==> config.mk <==
export PLATFORM = sky130hd
export DESIGN_NAME = uart_receiver
export DESIGN_NICKNAME = d
export VERILOG_FILES = /design/src/rtl/uart_receiver.sv
export SDC_FILE = /design/constraint.sdc
export NUM_CORES = 1
export LEC_CHECK = 0
export CAP_MARGIN = 20
export CORE_ASPECT_RATIO = 0.7
export CORE_MARGIN = 3
export CORE_UTILIZATION = 49
export DETAILED_ROUTE_END_ITERATION = 8
export PLACE_DENSITY = 0.84
export SYNTH_ARGS = -nofsm -noshare
export SYNTH_HDL_FRONTEND = slang
export SYNTH_SLANG_ARGS = --single-unit
==> constraint.sdc <==
create_clock -name i_clk -period 1.5 [get_ports i_clk]
set_input_delay 0.3 -clock i_clk [delete_from_list [all_inputs] [get_ports i_clk]]
set_output_delay 0.3 -clock i_clk [all_outputs]
set_load 0.02 [all_outputs]
==> src/rtl/uart_receiver.sv <==
// Oversampled UART receiver: recovers LSB-first frames and reports each byte with a done strobe and error flags.
// Optional parity stage is compiled in when RX_PARITY_EN is defined.
module uart_receiver #(
  parameter int unsigned D_BITS     = 8,
  parameter int unsigned SP_BITS    = 1,
  parameter int unsigned OVERSAMPLE = 16,
  parameter int unsigned PARITY_ODD = 0
) (
  input  logic              i_clk,
  input  logic              i_rst_n,
  input  logic              i_rx,
  input  logic              i_s_tick,
  output logic [D_BITS-1:0] o_rx_data,
  output logic              o_rx_done,
  output logic              o_frame_err,
  output logic              o_parity_err,
  output logic              o_busy
);

  localparam int unsigned TK_W = (OVERSAMPLE > 1) ? $clog2(OVERSAMPLE) : 1;
  localparam int unsigned BC_W = (D_BITS > 1) ? $clog2(D_BITS) : 1;
  localparam int unsigned SB_W = (SP_BITS > 1) ? $clog2(SP_BITS) : 1;

  localparam logic [TK_W-1:0] TK_MID  = TK_W'(OVERSAMPLE / 2 - 1);
  localparam logic [TK_W-1:0] TK_END  = TK_W'(OVERSAMPLE - 1);
  localparam logic [BC_W-1:0] BC_LAST = BC_W'(D_BITS - 1);
  localparam logic [SB_W-1:0] SB_LAST = SB_W'(SP_BITS - 1);

`ifdef RX_PARITY_EN
  typedef enum logic [2:0] {
    ST_IDLE   = 3'd0,
    ST_START  = 3'd1,
    ST_DATA   = 3'd2,
    ST_PARITY = 3'd3,
    ST_STOP   = 3'd4
  } state_t;
`else
  typedef enum logic [2:0] {
    ST_IDLE  = 3'd0,
    ST_START = 3'd1,
    ST_DATA  = 3'd2,
    ST_STOP  = 3'd4
  } state_t;
`endif

  state_t            r_state;
  state_t            w_state_next;
  logic              r_rx_meta;
  logic              r_rx_s;
  logic [TK_W-1:0]   r_tk;
  logic [TK_W-1:0]   w_tk_next;
  logic [BC_W-1:0]   r_bc;
  logic [BC_W-1:0]   w_bc_next;
  logic [SB_W-1:0]   r_sb;
  logic [SB_W-1:0]   w_sb_next;
  logic [D_BITS-1:0] r_shift;
  logic [D_BITS-1:0] w_shift_next;
  logic              r_ferr_sticky;
  logic              w_ferr_next;
  logic [D_BITS-1:0] r_rx_data;
  logic [D_BITS-1:0] w_rx_data_next;
  logic              r_rx_done;
  logic              w_rx_done_next;
  logic              r_frame_err;
  logic              w_frame_err_next;
  logic              r_busy;
  logic              w_stop_low;

`ifdef RX_PARITY_EN
  logic              r_par_ok;
  logic              w_par_ok_next;
  logic              r_parity_err;
  logic              w_parity_err_next;
  logic              w_par_calc;

  // Odd sense folds in as an extra '1' so a correct frame always XORs to zero.
  assign w_par_calc = ^{r_shift, r_rx_s, 1'(PARITY_ODD)};
`else
  logic              w_unused_parity_odd;
  assign w_unused_parity_odd = 1'(PARITY_ODD);
`endif

  // Two-flop synchronizer; idles high so reset does not look like a start edge.
  always_ff @(posedge i_clk or negedge i_rst_n) begin
    if (!i_rst_n) begin
      r_rx_meta <= 1'b1;
      r_rx_s    <= 1'b1;
    end else begin
      r_rx_meta <= i_rx;
      r_rx_s    <= r_rx_meta;
    end
  end

  always_ff @(posedge i_clk or negedge i_rst_n) begin
    if (!i_rst_n) begin
      r_state       <= ST_IDLE;
      r_tk          <= '0;
      r_bc          <= '0;
      r_sb          <= '0;
      r_shift       <= '0;
      r_ferr_sticky <= 1'b0;
      r_rx_data     <= '0;
      r_rx_done     <= 1'b0;
      r_frame_err   <= 1'b0;
      r_busy        <= 1'b0;
`ifdef RX_PARITY_EN
      r_par_ok      <= 1'b1;
      r_parity_err  <= 1'b0;
`endif
    end else begin
      r_state       <= w_state_next;
      r_tk          <= w_tk_next;
      r_bc          <= w_bc_next;
      r_sb          <= w_sb_next;
      r_shift       <= w_shift_next;
      r_ferr_sticky <= w_ferr_next;
      r_rx_data     <= w_rx_data_next;
      r_rx_done     <= w_rx_done_next;
      r_frame_err   <= w_frame_err_next;
      r_busy        <= (w_state_next != ST_IDLE);
`ifdef RX_PARITY_EN
      r_par_ok      <= w_par_ok_next;
      r_parity_err  <= w_parity_err_next;
`endif
    end
  end

  assign w_stop_low = ~r_rx_s;

  always_comb begin
    w_state_next     = r_state;
    w_tk_next        = r_tk;
    w_bc_next        = r_bc;
    w_sb_next        = r_sb;
    w_shift_next     = r_shift;
    w_ferr_next      = r_ferr_sticky;
    w_rx_data_next   = r_rx_data;
    w_rx_done_next   = 1'b0;
    w_frame_err_next = r_frame_err;
`ifdef RX_PARITY_EN
    w_par_ok_next     = r_par_ok;
    w_parity_err_next = r_parity_err;
`endif

    case (r_state)
      ST_IDLE: begin
        if (!r_rx_s) begin
          w_state_next = ST_START;
          w_tk_next    = '0;
        end
      end

      // Validate the start bit at its midpoint; a high line here was a glitch.
      ST_START: begin
        if (i_s_tick) begin
          if (r_tk == TK_MID) begin
            w_tk_next = '0;
            if (!r_rx_s) begin
              w_state_next = ST_DATA;
              w_bc_next    = '0;
            end else begin
              w_state_next = ST_IDLE;
            end
          end else begin
            w_tk_next = r_tk + TK_W'(1);
          end
        end
      end

      ST_DATA: begin
        if (i_s_tick) begin
          if (r_tk == TK_END) begin
            w_tk_next    = '0;
            w_shift_next = {r_rx_s, r_shift[D_BITS-1:1]};
            if (r_bc == BC_LAST) begin
`ifdef RX_PARITY_EN
              w_state_next = ST_PARITY;
`else
              w_state_next = ST_STOP;
`endif
              w_sb_next   = '0;
              w_ferr_next = 1'b0;
            end else begin
              w_bc_next = r_bc + BC_W'(1);
            end
          end else begin
            w_tk_next = r_tk + TK_W'(1);
          end
        end
      end

`ifdef RX_PARITY_EN
      ST_PARITY: begin
        if (i_s_tick) begin
          if (r_tk == TK_END) begin
            w_tk_next     = '0;
            w_par_ok_next = ~w_par_calc;
            w_state_next  = ST_STOP;
            w_sb_next     = '0;
            w_ferr_next   = 1'b0;
          end else begin
            w_tk_next = r_tk + TK_W'(1);
          end
        end
      end
`endif

      // Frame ends at the middle of the last stop bit so back-to-back frames fit.
      ST_STOP: begin
        if (i_s_tick) begin
          if (r_tk == TK_END) begin
            w_tk_next   = '0;
            w_ferr_next = r_ferr_sticky | w_stop_low;
            if (r_sb == SB_LAST) begin
              w_rx_data_next   = r_shift;
              w_frame_err_next = r_ferr_sticky | w_stop_low;
              w_rx_done_next   = 1'b1;
              w_state_next     = ST_IDLE;
`ifdef RX_PARITY_EN
              w_parity_err_next = ~r_par_ok;
`endif
            end else begin
              w_sb_next = r_sb + SB_W'(1);
            end
          end else begin
            w_tk_next = r_tk + TK_W'(1);
          end
        end
      end

      default: begin
        w_state_next = ST_IDLE;
        w_tk_next    = '0;
      end
    endcase
  end

  assign o_rx_data   = r_rx_data;
  assign o_rx_done   = r_rx_done;
  assign o_frame_err = r_frame_err;
  assign o_busy      = r_busy;
`ifdef RX_PARITY_EN
  assign o_parity_err = r_parity_err;
`else
  assign o_parity_err = 1'b0;
`endif

endmodule

==> out/metrics.cfg <==
[clock_tree]
insertion_delay_ns=0.29
cts_max_level=2
path_clk_slew_ns=0.06
clock-root-buffer=clkbuf_8
cts_sinks=32
clock_path_buffers=2
numCtsBuffers=5
cts_tree=built

[critical_path]
endpoint=r_shift[0]$_DFFE_PN0P_
r2r-start=r_state[2]$_DFF_PN0_
critical_path.startpoint=r_state[2]$_DFF_PN0_
reg2regPathDepth=3
crit_fanout=10
crit_buf_inv=0
cp.arrival_ns=1.70
r2r_setup_slack_ns=-0.03
worst_path_largest_cell_delay_ns=0.49
r2r-end=r_shift[0]$_DFFE_PN0P_
path_class=register to register
critPathTopFamily=simple AND/OR/NAND/NOR gates
cp.depth=3
end_kind=register
worst_ep_required_time_ns=1.67
startpoint_type=register
path_cells=nor3b_4 > and2_4 > mux2_2
cpMaxStageDelayCell=dfrtp_2

[detailed_routing]
via_count=1049
ant_nets=0
drt-wirelength-per-cell_um=17.08
drt_iter0_drc=66
viasPerCell=5.670
drtPass1Iterations=4
routed_wl_mm=3.159
post-route-drc-count=0

[floorplan]
core_um2=2628
initial_core_util=0.5476
die_h_um=51.34
die_w_um=70.77
die-area_um2=3633
io_pins=16
rows=15

[grt]
grt_overflow=0
grt_usage=0.1939
grt_pass1_vias=1069
grt_pass1_wl_mm=5.237
antenna_found_initial=0
grt_max_degree=33

[pwr]
max-vdd-ir-drop_uv=994.7
power_leakage_nw=0.9882
power_density_nw_per_um2=1189
power.total_mw=2.334

[synthesis]
synth-edff-count=0
ys_seq_area_frac=0.5583
synth-main-ff-cell=dfrtp_1
synth_top_area_cell=dfrtp_1
netlist.area_leader.share=0.5217
yosysMostFrequentCell=dfrtp_1
avgSynthCellArea_um2=13.32
async_reset_ff_frac=1.000
synth.net_count=115
yosysWarnings=0
synth.distinct_cells=35
syn_inst=108
yosys-top-cells-count=dfrtp_1 (30), mux2_2 (17), nand2_1 (5)
syn_area_um2=1439
synth_area_leaders=dfrtp_1 (52%), mux2_2 (13%), dfstp_2 (3.7%)
ys_seq_elements=32

[cells_and_area]
fin_nets=157
drive_above_1_share=0.4702
area_delta_synth_final_pct=36.35
finalInstanceArea_um2=1962
antenna_cells=0

[sta]
slew_viol_final=0
timing.final.crit_share=1.020
finalSetupViolCount=5
hold_viol=0
worst_slack_ns=-0.02985
fmax_mhz=653.7
min_period_ns=1.530
finalClockSkew_ns=0.005422
rsz0062_at_grt=true
hold_slack_ns=0.3577

[run]
maxCapViolCount=0

[placed_design]
dp_hpwl_mm=2.009
dpl_worst_slack_ns=-0.3998
gp_congestion=0.8033
io_buffer_count=14
placedInstanceArea_um2=1742

[worst_hold_path]
hold_class=register to register

[outcome]
outcome=complete, but fails checks
violations=setup timing

==> worst reg2reg max path: stages, from the launching register on <==
cell,delay [ns]
dfrtp_2,0.49
nor3b_4,0.29
and2_4,0.28
mux2_2,0.36
==> state kept, by name (all words and copies together), names as in the netlist <==
name           flops
o_busy             1
o_frame_err        1
o_rx_data          8
o_rx_done          1
r_bc               3
r_ferr_sticky      1
r_rx_meta          1
r_rx_s             1
r_shift            8
r_state            3
r_tk               4
==> area by class of cell <==
| type | count | area (um^2) |
|---|---|---|
| clock buffers | 7 | 76.32 |
| clock inverters | 1 | 5.005 |
| fillers | 158 | 665.6 |
| inverters | 3 | 11.26 |
| multi-input cells | 67 | 665.6 |
| flip-flops and latches | 32 | 805.8 |
| well taps | 34 | 42.54 |
| repair buffers | 41 | 355.3 |
==> power by group <==
part           total, mW  switching [mW]  internal (mW)
combinational      0.686           0.297          0.390
clock              0.631           0.306          0.325
sequential          1.02          0.0807          0.936
total               2.33           0.683           1.65
==> per-layer routing <==
| metal | GRT usage | share of wire | wire [um] | vias to the layer above |
|---|---|---|---|---|
| li1 | - | - | - | 476 |
| met1 | 0.2317 | 0.45 | 1410 | 538 |
| met2 | 0.3215 | 0.48 | 1526 | 28 |
| met3 | 0.06680 | 0.054 | 170 | 7 |
| met4 | 0.08125 | 0.016 | 50 | 0 |
| met5 | 0 | 0 | 0 | - |
==> through the flow <==
stage,TNS [ns],cells,utilization
floorplan,0,108,-
finish,-0.08004,185,0.7467
global placement,-4.634,168,0.6629
global route,-0.5141,185,0.7467
detailed placement,-6.607,168,0.6629
CTS,0,183,0.7162
==> cells by family (layout without fill, tap and decap cells) <==
kind of cell | count (synthesis) | count (layout) | share of synthesized area
adder cells (fa/ha/maj) | 3 | 3 | 0.02609
other | 1 | 1 | 0.002606
buffers and inverters | 9 | 52 | 0.04435
AND/OR/NAND/NOR | 23 | 23 | 0.1078
multiplexers | 19 | 19 | 0.1478
flip-flops | 32 | 32 | 0.5583
AO/OA/AOI/OAI | 19 | 19 | 0.1009
XOR/XNOR | 2 | 2 | 0.01218
==> cell usage in the layout, fill, tap and decap left out, drive strengths merged <==
| cell | count |
|---|---|
| conb | 1 |
| a2111oi | 1 |
| inv | 3 |
| mux2 | 18 |
| xor2 | 2 |
| nor3 | 3 |
| o21ai | 4 |
| and4 | 1 |
| nand2b | 1 |
| dlygate4sd2 | 12 |
| clkinv | 1 |
| a221oi | 1 |
| nand3 | 3 |
| and3 | 1 |
| nor2b | 1 |
| clkbuf | 7 |
| a2bb2oi | 2 |
| a211oi | 1 |
| o221ai | 1 |
| buf | 27 |
| o21a | 2 |
| ha | 3 |
| nand2 | 5 |
| and2 | 1 |
| a211o | 1 |
| mux2i | 1 |
| a22o | 4 |
| nand4 | 3 |
| dfstp | 2 |
| clkdlybuf4s50 | 2 |
| o211a | 1 |
| a21oi | 1 |
| nor3b | 3 |
| nor2 | 1 |
| dfrtp | 30 |
==> worst min-delay path by stage <==
stage | start | to | slack [ns] | depth (start not counted)
4_1_cts | r_rx_meta$_DFF_PN1_ | r_rx_s$_DFF_PN1_ | 0.36 | 0
6_report | r_rx_meta$_DFF_PN1_ | r_rx_s$_DFF_PN1_ | 0.36 | 0
3_3_place_gp | r_rx_meta$_DFF_PN1_ | r_rx_s$_DFF_PN1_ | 0.35 | 0
3_5_place_dp | r_rx_meta$_DFF_PN1_ | r_rx_s$_DFF_PN1_ | 0.35 | 0
5_1_grt | r_rx_meta$_DFF_PN1_ | r_rx_s$_DFF_PN1_ | 0.36 | 0
2_1_floorplan | i_rst_n | o_busy$_DFF_PN0_ | 0.004 | 0
==> timing repair <==
item	4_1_cts	5_1_grt
buffers inserted	8	1
hold buffers	0	0
pin swaps	5	5
resized for setup	22	17
gates cloned	0	1
setup endpoints to repair	31	23
hold endpoints to repair	0	0
No activity file was read; power rests on OpenSTA's default activity.
